File: src/rtl/lock_pkg.sv
// Shared definitions for the lock-in demodulator accumulator.
// Holds the sample/product widths, default accumulator and counter widths,
// the dump shift limits and the FSM state encoding.
package lock_pkg;

  localparam int unsigned SAMP_W    = 14;
  localparam int unsigned PROD_W    = 2 * SAMP_W;
  localparam int unsigned ACC_W_DEF = 48;
  localparam int unsigned CNT_W_DEF = 24;
  localparam int unsigned PER_W     = 8;
  localparam int unsigned SHIFT_W   = 6;
  localparam int unsigned MAX_SHIFT = 47;

  localparam logic signed [SAMP_W-1:0] OUT_MAX = 14'sd8191;
  localparam logic signed [SAMP_W-1:0] OUT_MIN = -14'sd8192;

  typedef enum logic [1:0] {
    ST_IDLE = 2'd0,
    ST_ARM  = 2'd1,
    ST_ACC  = 2'd2
  } state_t;

endpackage

File: src/rtl/lock_sat_shift.sv
// Arithmetic right shift of an ACC_W-bit signed sum followed by saturation
// to a 14-bit signed output.
//   din   : signed window sum
//   shift : right-shift amount, clamped to MAX_SHIFT
//   dout  : shifted, saturated result in [-8192, 8191]
//   clip  : high when dout was clamped to a rail
module lock_sat_shift
  import lock_pkg::*;
#(
  parameter int unsigned ACC_W = ACC_W_DEF
) (
  input  logic signed [ACC_W-1:0]   din,
  input  logic        [SHIFT_W-1:0] shift,
  output logic signed [SAMP_W-1:0]  dout,
  output logic                      clip
);

  localparam logic signed [ACC_W-1:0] HI = ACC_W'(OUT_MAX);
  localparam logic signed [ACC_W-1:0] LO = ACC_W'(OUT_MIN);

  logic        [SHIFT_W-1:0] sh;
  logic signed [ACC_W-1:0]   shifted;

  always_comb begin
    sh      = (shift > SHIFT_W'(MAX_SHIFT)) ? SHIFT_W'(MAX_SHIFT) : shift;
    shifted = din >>> sh;
    clip    = 1'b0;
    dout    = shifted[SAMP_W-1:0];
    if (shifted > HI) begin
      dout = OUT_MAX;
      clip = 1'b1;
    end else if (shifted < LO) begin
      dout = OUT_MIN;
      clip = 1'b1;
    end
  end

endmodule

File: src/rtl/lock_in_demod_acc.sv
// Lock-in demodulator: multiplies the ADC sample by in-phase and quadrature
// references and integrates the products over a window of n_periods
// reference periods delimited by harmonic_trig.
//   clk, rstn       : clock, synchronous active-low reset
//   en              : enable; low returns the block to idle
//   sig_in          : signed ADC sample
//   ref_x, ref_y    : signed in-phase / quadrature references
//   harmonic_trig   : high on the last sample of each reference period
//   n_periods       : periods per window (0 behaves as 1)
//   shift           : right shift applied to the sums at dump
//   x_out, y_out    : scaled, saturated window sums
//   x_sum, y_sum    : raw window sums
//   samp_cnt        : samples in the last window
//   out_valid       : one-cycle strobe when the outputs update
//   sat_flag        : last window saturated the counter or an output
module lock_in_demod_acc
  import lock_pkg::*;
#(
  parameter int unsigned ACC_W = ACC_W_DEF,
  parameter int unsigned CNT_W = CNT_W_DEF
) (
  input  logic                      clk,
  input  logic                      rstn,
  input  logic                      en,
  input  logic signed [SAMP_W-1:0]  sig_in,
  input  logic signed [SAMP_W-1:0]  ref_x,
  input  logic signed [SAMP_W-1:0]  ref_y,
  input  logic                      harmonic_trig,
  input  logic        [PER_W-1:0]   n_periods,
  input  logic        [SHIFT_W-1:0] shift,
  output logic signed [SAMP_W-1:0]  x_out,
  output logic signed [SAMP_W-1:0]  y_out,
  output logic signed [ACC_W-1:0]   x_sum,
  output logic signed [ACC_W-1:0]   y_sum,
  output logic        [CNT_W-1:0]   samp_cnt,
  output logic                      out_valid,
  output logic                      sat_flag
);

  logic signed [SAMP_W-1:0]  s1_sig, s1_rx, s1_ry;
  logic                      s1_trig;
  logic signed [PROD_W-1:0]  px, py;
  logic                      s2_trig;

  state_t                    state;
  logic signed [ACC_W-1:0]   acc_x, acc_y, sum_x, sum_y;
  logic        [CNT_W-1:0]   cnt, cnt_next;
  logic                      cnt_ovf, cnt_ovf_next;
  logic        [PER_W-1:0]   per, n_lat;
  logic        [PER_W:0]     per_next;
  logic        [SHIFT_W-1:0] sh_lat;
  logic                      window_done;
  logic signed [SAMP_W-1:0]  qx, qy;
  logic                      clip_x, clip_y;

  // Stages 1 and 2: input registers, then full-precision products.
  always_ff @(posedge clk) begin
    if (!rstn) begin
      s1_sig  <= '0;
      s1_rx   <= '0;
      s1_ry   <= '0;
      s1_trig <= 1'b0;
      px      <= '0;
      py      <= '0;
      s2_trig <= 1'b0;
    end else begin
      s1_sig  <= sig_in;
      s1_rx   <= ref_x;
      s1_ry   <= ref_y;
      s1_trig <= harmonic_trig;
      px      <= s1_sig * s1_rx;
      py      <= s1_sig * s1_ry;
      s2_trig <= s1_trig;
    end
  end

  // Sums and counts including the current stage-2 sample, so a dump can
  // publish them in the same cycle the closing trigger arrives.
  always_comb begin
    sum_x        = acc_x + ACC_W'(px);
    sum_y        = acc_y + ACC_W'(py);
    cnt_next     = (cnt == '1) ? cnt : cnt + CNT_W'(1);
    cnt_ovf_next = cnt_ovf | (cnt == '1);
    per_next     = {1'b0, per} + (PER_W+1)'(1);
    window_done  = s2_trig && (per_next == {1'b0, n_lat});
  end

  lock_sat_shift #(.ACC_W(ACC_W)) u_sat_x (
    .din  (sum_x),
    .shift(sh_lat),
    .dout (qx),
    .clip (clip_x)
  );

  lock_sat_shift #(.ACC_W(ACC_W)) u_sat_y (
    .din  (sum_y),
    .shift(sh_lat),
    .dout (qy),
    .clip (clip_y)
  );

  // Stage 3: window FSM and accumulators. en is checked before the state so
  // that dropping it overrides a dump arriving in the same cycle.
  always_ff @(posedge clk) begin
    if (!rstn) begin
      state     <= ST_IDLE;
      acc_x     <= '0;
      acc_y     <= '0;
      cnt       <= '0;
      cnt_ovf   <= 1'b0;
      per       <= '0;
      n_lat     <= PER_W'(1);
      sh_lat    <= '0;
      x_out     <= '0;
      y_out     <= '0;
      x_sum     <= '0;
      y_sum     <= '0;
      samp_cnt  <= '0;
      out_valid <= 1'b0;
      sat_flag  <= 1'b0;
    end else begin
      out_valid <= 1'b0;
      if (!en) begin
        state    <= ST_IDLE;
        acc_x    <= '0;
        acc_y    <= '0;
        cnt      <= '0;
        cnt_ovf  <= 1'b0;
        per      <= '0;
        samp_cnt <= '0;
      end else begin
        case (state)
          ST_IDLE: state <= ST_ARM;
          ST_ARM: begin
            if (s2_trig) begin
              state   <= ST_ACC;
              acc_x   <= '0;
              acc_y   <= '0;
              cnt     <= '0;
              cnt_ovf <= 1'b0;
              per     <= '0;
              n_lat   <= (n_periods == '0) ? PER_W'(1) : n_periods;
              sh_lat  <= shift;
            end
          end
          ST_ACC: begin
            if (window_done) begin
              x_sum     <= sum_x;
              y_sum     <= sum_y;
              x_out     <= qx;
              y_out     <= qy;
              samp_cnt  <= cnt_next;
              out_valid <= 1'b1;
              sat_flag  <= cnt_ovf_next | clip_x | clip_y;
              acc_x     <= '0;
              acc_y     <= '0;
              cnt       <= '0;
              cnt_ovf   <= 1'b0;
              per       <= '0;
              n_lat     <= (n_periods == '0) ? PER_W'(1) : n_periods;
              sh_lat    <= shift;
            end else begin
              acc_x   <= sum_x;
              acc_y   <= sum_y;
              cnt     <= cnt_next;
              cnt_ovf <= cnt_ovf_next;
              if (s2_trig) per <= per_next[PER_W-1:0];
            end
          end
          default: state <= ST_IDLE;
        endcase
      end
    end
  end

endmodule

File: config.mk
export PLATFORM = sky130hd
export DESIGN_NAME = lock_in_demod_acc
export DESIGN_NICKNAME = d
export VERILOG_FILES = /design/src/rtl/lock_pkg.sv /design/src/rtl/lock_sat_shift.sv /design/src/rtl/lock_in_demod_acc.sv
export SDC_FILE = /design/constraint.sdc
export NUM_CORES = 2
export LEC_CHECK = 0
export ABC_AREA = 0
export BUFFER_PORTS_ARGS = -buffer_cell sky130_fd_sc_hd__buf_2
export CAP_MARGIN = 25
export CELL_PAD_IN_SITES_DETAIL_PLACEMENT = 1
export CELL_PAD_IN_SITES_GLOBAL_PLACEMENT = 1
export CORE_ASPECT_RATIO = 0.9
export CORE_UTILIZATION = 43
export DETAILED_ROUTE_END_ITERATION = 6
export PLACE_DENSITY_LB_ADDON = 0.1
export SYNTH_ARGS = -nofsm -noshare
export SYNTH_HDL_FRONTEND = slang
export SYNTH_SLANG_ARGS = --single-unit
File: constraint.sdc
create_clock -name clk -period 6.3 [get_ports clk]
set_input_delay 0.315 -clock clk [delete_from_list [all_inputs] [get_ports clk]]
set_output_delay 0.315 -clock clk [all_outputs]
set_load 0.01 [all_outputs]
[Yosys cells after proc, flatten, opt, wreduce, memory -nomap -nowiden]
Index checks and enable logic that the tools add are counted.
Storage, ports and cells
  register bits: 395
  input bits: 60
  output and inout port bits: 150
  word-level logic and storage cells: 93
Cells by class
  $add $sub $neg: 4
  multipliers: 2
  magnitude comparators: 5
  eq/ne operators: 7
  shift operators: 2
  mux-type cells: 35
  bitwise logic cells: 4
  reduce and logical (&&, ||, !) cells: 12
Operator list (count)
  48-bit one-hot mux with 2 select lines: 2
  48-bit 2-to-1 mux: 3
  48-bit by 28-bit adder with 48-bit output: 2
  48-bit by 14-bit > comparator with 1-bit output (second input constant): 2
  48-bit by 14-bit less-than comparator with 1-bit output (second input constant): 2
  48-bit by 6-bit >>> shifter with 48-bit output: 2
  24-bit 2-to-1 mux: 3
  14-bit by 14-bit multiplier with 28-bit output: 2
  14-bit 2-to-1 mux: 4
  8-bit 2-to-1 mux: 6
  24-bit one-hot mux with 2 select lines: 1
  8-bit one-hot mux with 2 select lines: 2
  24-bit by 1-bit adder with 24-bit output (second input constant): 1
  24-bit equality test (second input constant): 1
  6-bit 2-to-1 mux: 3
  6-bit one-hot mux with 2 select lines: 1
  8-bit by 1-bit adder with 9-bit output (second input constant): 1
  9-bit by 8-bit equality test with 1-bit output: 1
  3-bit AND reduction: 3
  8-bit logical NOT: 1
  2-bit AND reduction: 4
  1-bit 2-to-1 mux: 7
  6-bit > comparator (second input constant): 1
  2-bit one-hot mux with 3 select lines: 1
  other kinds (12): 15

[Logic depth before layout (Yosys ltp)]
  depth after elaboration: 8
  gate-level depth with buffers: 29
  depth with buffers taken out: 28

[Modules after synthesis]
Synthesis repeated with hierarchy kept, for this count alone.
Second synthesis, totals
  cell total of the unflattened synthesis: 5276
  area, all modules: 43292.8 um2
Modules (own cells, without submodules)
  lock_in_demod_acc: times used 1, cells an instance 3938, area each 34031.4 um2, seq. area each 7907.6 um2
  lock_sat_shift: times used 2, cells an instance 669, area each 4630.7 um2, seq. area each 0.0 um2

[Worst setup path after synthesis]
OpenSTA, ideal clock, no wires.
  kind: register to register
  from: register s1_sig[7]
  to: register px[27]
  library setup time: 115 ps
  arrival time: 6673 ps
  data required time: 6185 ps
  path slack: -488 ps
  cell stages (with the launch flop): 27
  buffers on the path: 2
  period minus slack after synthesis: 6788 ps
  cells stage by stage: dfxtp_1 > clkbuf_1 > clkbuf_1 > nand2_1 > fa_1 > inv_1 > fa_1 > fa_1 > inv_1 > fa_1 > fa_1 > inv_1 > fa_1 > ha_1 > inv_1 > o21bai_1 > a21oi_1 > nor2b_1 > o21a_1 > o41ai_1 > o2111ai_1 > a31oi_1 > o21bai_1 > a2111oi_0 > o31a_1 > xnor2_1 > and2_1
Between the ends
  cells in the longest elaborated chain, start to end: 1
Ends and longest elaborated chain
  start, declared: RTL line lock_in_demod_acc.sv:40  | logic signed [SAMP_W-1:0] s1_sig, s1_rx, s1_ry;
  start signal, assigned: RTL line lock_in_demod_acc.sv:67  | s1_sig <= sig_in;
  14-bit by 14-bit multiplier with 28-bit output: RTL line lock_in_demod_acc.sv:71  | px <= s1_sig * s1_rx;
  end signal, assigned: RTL line lock_in_demod_acc.sv:71
  end, declared: RTL line lock_in_demod_acc.sv:42  | logic signed [PROD_W-1:0] px, py;
No other way between the ends.
A chain may end at the register's enable or synchronous reset.

[Worst setup path in the final report]
  from: register s1_sig[0]
  to: register py[24]
Between the ends
  cells in the longest elaborated chain, start to end: 1
Ends and longest elaborated chain
  14-bit by 14-bit multiplier with 28-bit output: RTL line lock_in_demod_acc.sv:72  | py <= s1_sig * s1_ry;
  end signal, assigned: RTL line lock_in_demod_acc.sv:72
  end, declared: RTL line lock_in_demod_acc.sv:42
No other way between the ends.

==> flow_summary_export.csv <==
group,metric,value,unit
status,outcome,"finished, final reports clean",
setup_path,crit_path_cell_trace,"buf_12 > nand2b_1 > fa_1 > fa_1 > inv_1 > fa_1 > inv_1 > fa_1 > inv_1 > fa_1 > fa_1 > ha_1 > a2111o_1 > a31oi_4 > a21oi_2 > a211o_1 > a21o_1 > a21oi_2 > buf_4 > xor2_1 > nor2_1",
setup_path,crit_slowest_cell,"fa_1",
global_routing,grt-ovfl-total,0,
final_layout,nets,6342,
routing,via_per_inst,5.94,
placed_design,gp_congestion,0.998,
setup_path,cp_slowest_stage_delay,0.56,ns
die,row_count,108,
logic_synthesis,synthCells,5364,
logic_synthesis,async_reset_ff_share,0,%
global_routing,grt_pass1_wl,252000,µm
final_layout,stdcell_count,6959,
global_routing,first_global_vias,42600,
pwr,net-switching-power,5.22,mW
run,drv_cap,0,
sta,hold_viol,0,
routing,wirelength,162000,µm
global_routing,grt_start_max_net_pins,118,
cts,cts_buffers,47,
die,start_util,43.6,%
cts,cts_tree,"built",
sta,worstMarginPinSlew,1.02,ns
logic_synthesis,synth_edf_count,0,
global_routing,antenna_found_initial,3,
pwr,comb_power_share,53.6,%
setup_path,start_kind,"flip-flop",
sta,setup_tns,0,ns
setup_path,r2r-start,"s1_sig[0]$_SDFF_PN0_",
placed_design,io_buffers,209,
final_layout,area_delta_synth_final,16.1,%
setup_path,cp-startpoint,"s1_sig[0]$_SDFF_PN0_",
min_path,hold_class,"in -> reg",
die,die_h,299,µm
die,die_area,99600,µm²
placed_design,dp_cells,6798,
pwr,pwr_density_cell,245,nW/µm²
routing,drc_errors,0,
pwr,max-vdd-ir-drop,0.000207,V
routing,num_vias,41300,
routing,wl_per_cell,23.3,µm
logic_synthesis,synth.most_common_cell,"nand2_1",
logic_synthesis,yosysUniqueCellTypes,92,
logic_synthesis,syn_area,42300,µm²
logic_synthesis,yosysSeqAreaShare,18.7,%
placed_design,place_ws,-0.215,ns
logic_synthesis,yosysWarningCount,0,
setup_path,regToRegSetupSlack,0.07,ns
logic_synthesis,syn-num-nets,6046,
logic_synthesis,synthTopCellsByArea,"dfxtp_1 19%, fa_1 19%, ha_1 6.8%",
sta,fmax,0.161,GHz
die,die_w,332,µm
pwr,switching_share,43.3,%
setup_path,arrival,6.72,ns
pwr,intPower,6.82,mW
sta,period_needed,6.23,ns
logic_synthesis,synth_seq_cells,395,
logic_synthesis,avgSynthCellArea,7.88,µm²
setup_path,crit_top_cell,"fa_1",
logic_synthesis,synth_commonest_cells,"664 x nand2_1, 584 x nor2_1, 430 x a21oi_1, 395 x dfxtp_1, 394 x inv_1",
pwr,pwr-share-seq,22.7,%
cts,h-tree-depth,2,
min_path,hp-start,"sig_in[7]",
global_routing,grt_usage,31.9,%
sta,fin_ws,0.0731,ns
die,core-area,96900,µm²
logic_synthesis,synth_top_cell_by_area,"dfxtp_1",
die,io_pins,210,
routing,detail-route-antenna-nets,0,
pwr,clkPwrFrac,23.6,%
setup_path,crit_family,"adder cells",
final_layout,post-route-util,50.7,%
sta,fin_hold_ws,0.0863,ns
cts,clock_path_buffers,3,
logic_synthesis,ys.flop_type,"dfxtp_1",
setup_path,path_buf_inv,5,
cts,clockRootBuffer,"clkbuf_16",
cts,insertion_delay,0.64,ns
setup_path,critPathRequiredTime,6.79,ns
pwr,p_leak,21.5,nW
routing,first_pass_iters,6,
cts,numClockSinks,395,
sta,clock_skew,0.0330,ns
setup_path,path_max_fanout,13,
routing,drt_iter0_markers,3155,
logic_synthesis,synth_top_area_share,18.7,%
setup_path,critical_path_class,"reg -> reg",
sta,slew_headroom,31.1,%
sta,rsz0062_at_grt,"true",
setup_path,end_kind,"flip-flop",
sta,finalCritPeriodShare,98.8,%
sta,setup_viol,0,
final_layout,drive_above_1_share,14.6,%
placed_design,dp_hpwl,127000,µm
sta,slew_violations,0,
cts,path_clk_slew,0.06,ns
==> cell families after synthesis <==
| kind of cell | Yosys count | synth area share, % |
|---|---|---|
| xor+xnor | 157 | 3.25 |
| simple gates | 1941 | 21.1 |
| compound gates | 1339 | 20.9 |
| flops | 395 | 18.7 |
| buf+inv | 756 | 6.78 |
| fa+ha+maj | 622 | 25.4 |
| mux | 154 | 3.96 |
==> placed cells by master (no fill, tap or decap), types with 27 or more instances in the layout <==
cell type	instances
nand2b_1	48
nor3_1	99
nand3_1	85
or3_1	32
o21a_1	30
mux2i_1	119
mux2_2	27
a31oi_1	28
and2_1	236
clkbuf_16	48
fa_1	389
a211oi_1	85
inv_1	382
a22oi_1	105
xor2_1	43
o31ai_1	32
nand4_1	45
nand2_1	659
xnor2_1	112
ha_1	216
a21oi_1	408
a21o_1	75
o22ai_1	43
dlygate4sd3_1	56
buf_4	320
o21ai_0	176
dfxtp_1	366
o211ai_1	62
nor2_1	581
buf_2	210
and3_1	40
==> state kept, by name (all words and copies together), names as in the netlist, 2 cells and up <==
register  cells
s1_sig       14
x_sum        48
s1_rx        14
state         2
x_out        14
n_lat         8
py           28
samp_cnt     24
y_out        14
cnt          24
per           8
acc_x        48
s1_ry        14
px           28
sh_lat        6
acc_y        48
y_sum        48
==> power by group through the flow <==
stage	registers, mW	clock network, mW	logic [mW]
after detailed placement	2.78	0	6.08
after global placement	2.78	0	5.94
final	2.73	2.84	6.46
after global routing	2.74	3.00	7.04
after floorplan	2.74	0	3.99
after CTS	2.73	2.91	6.18
==> worst register-to-register path: stages, from the launching register on <==
cell      delay [ns]
dfxtp_2         0.38
buf_12          0.16
nand2b_1        0.17
fa_1            0.54
fa_1            0.56
inv_1           0.06
fa_1            0.53
inv_1           0.05
fa_1            0.54
inv_1           0.06
fa_1            0.52
fa_1            0.53
ha_1            0.27
a2111o_1        0.45
a31oi_4         0.20
a21oi_2         0.09
a211o_1         0.33
a21o_1          0.17
a21oi_2         0.15
buf_4           0.13
xor2_1          0.15
nor2_1          0.06
==> layer usage <==
| layer | part of all wire [%] | global-route usage (%) | up-vias |
|---|---|---|---|
| met5 | 0 | 0 | - |
| met4 | 2.6 | 8.54 | 0 |
| met3 | 5.7 | 4.00 | 236 |
| met2 | 44 | 50.0 | 1208 |
| met1 | 48 | 46.3 | 20800 |
| li1 | - | - | 19100 |
==> path summary, 6_finish.rpt <==
| path | endpoint | cells after the start |
|---|---|---|
| worst min register to register | state[0]$_SDFFE_PN0P_ | 1 |
| worst max-delay path | py[24]$_SDFF_PN0_ | 21 |
| worst max register to register | py[24]$_SDFF_PN0_ | 21 |
| worst min-delay path | s1_sig[7]$_SDFF_PN0_ | 2 |
==> area by class of cell <==
class	count	area (µm²)
well taps	1265	1580
inverters	397	1500
flip-flops and latches	395	7970
clock buffers	62	1300
clock inverters	20	275
diodes	1	2.50
repair buffers	606	4330
multi-input cells	4213	32100
fillers	11800	47800
==> per-stage QoR <==
step	area (µm²)	total power, mW
after floorplan	42300	6.73
after global placement	46100	8.73
after detailed placement	46200	8.86
after CTS	48400	11.8
after global routing	49100	12.8
final	49100	12.0
==> what timing repair did <==
item / in CTS / in global routing
setup endpoints to repair: 9 / 39
hold buffers: 56 / 0
setup buffers: 8 / 12
pin swaps: 7 / 57
gates cloned: 0 / 0
resized for setup: 29 / 111
hold endpoints to repair: 56 / 0
Note: power is estimated with default switching activity, not from simulation.
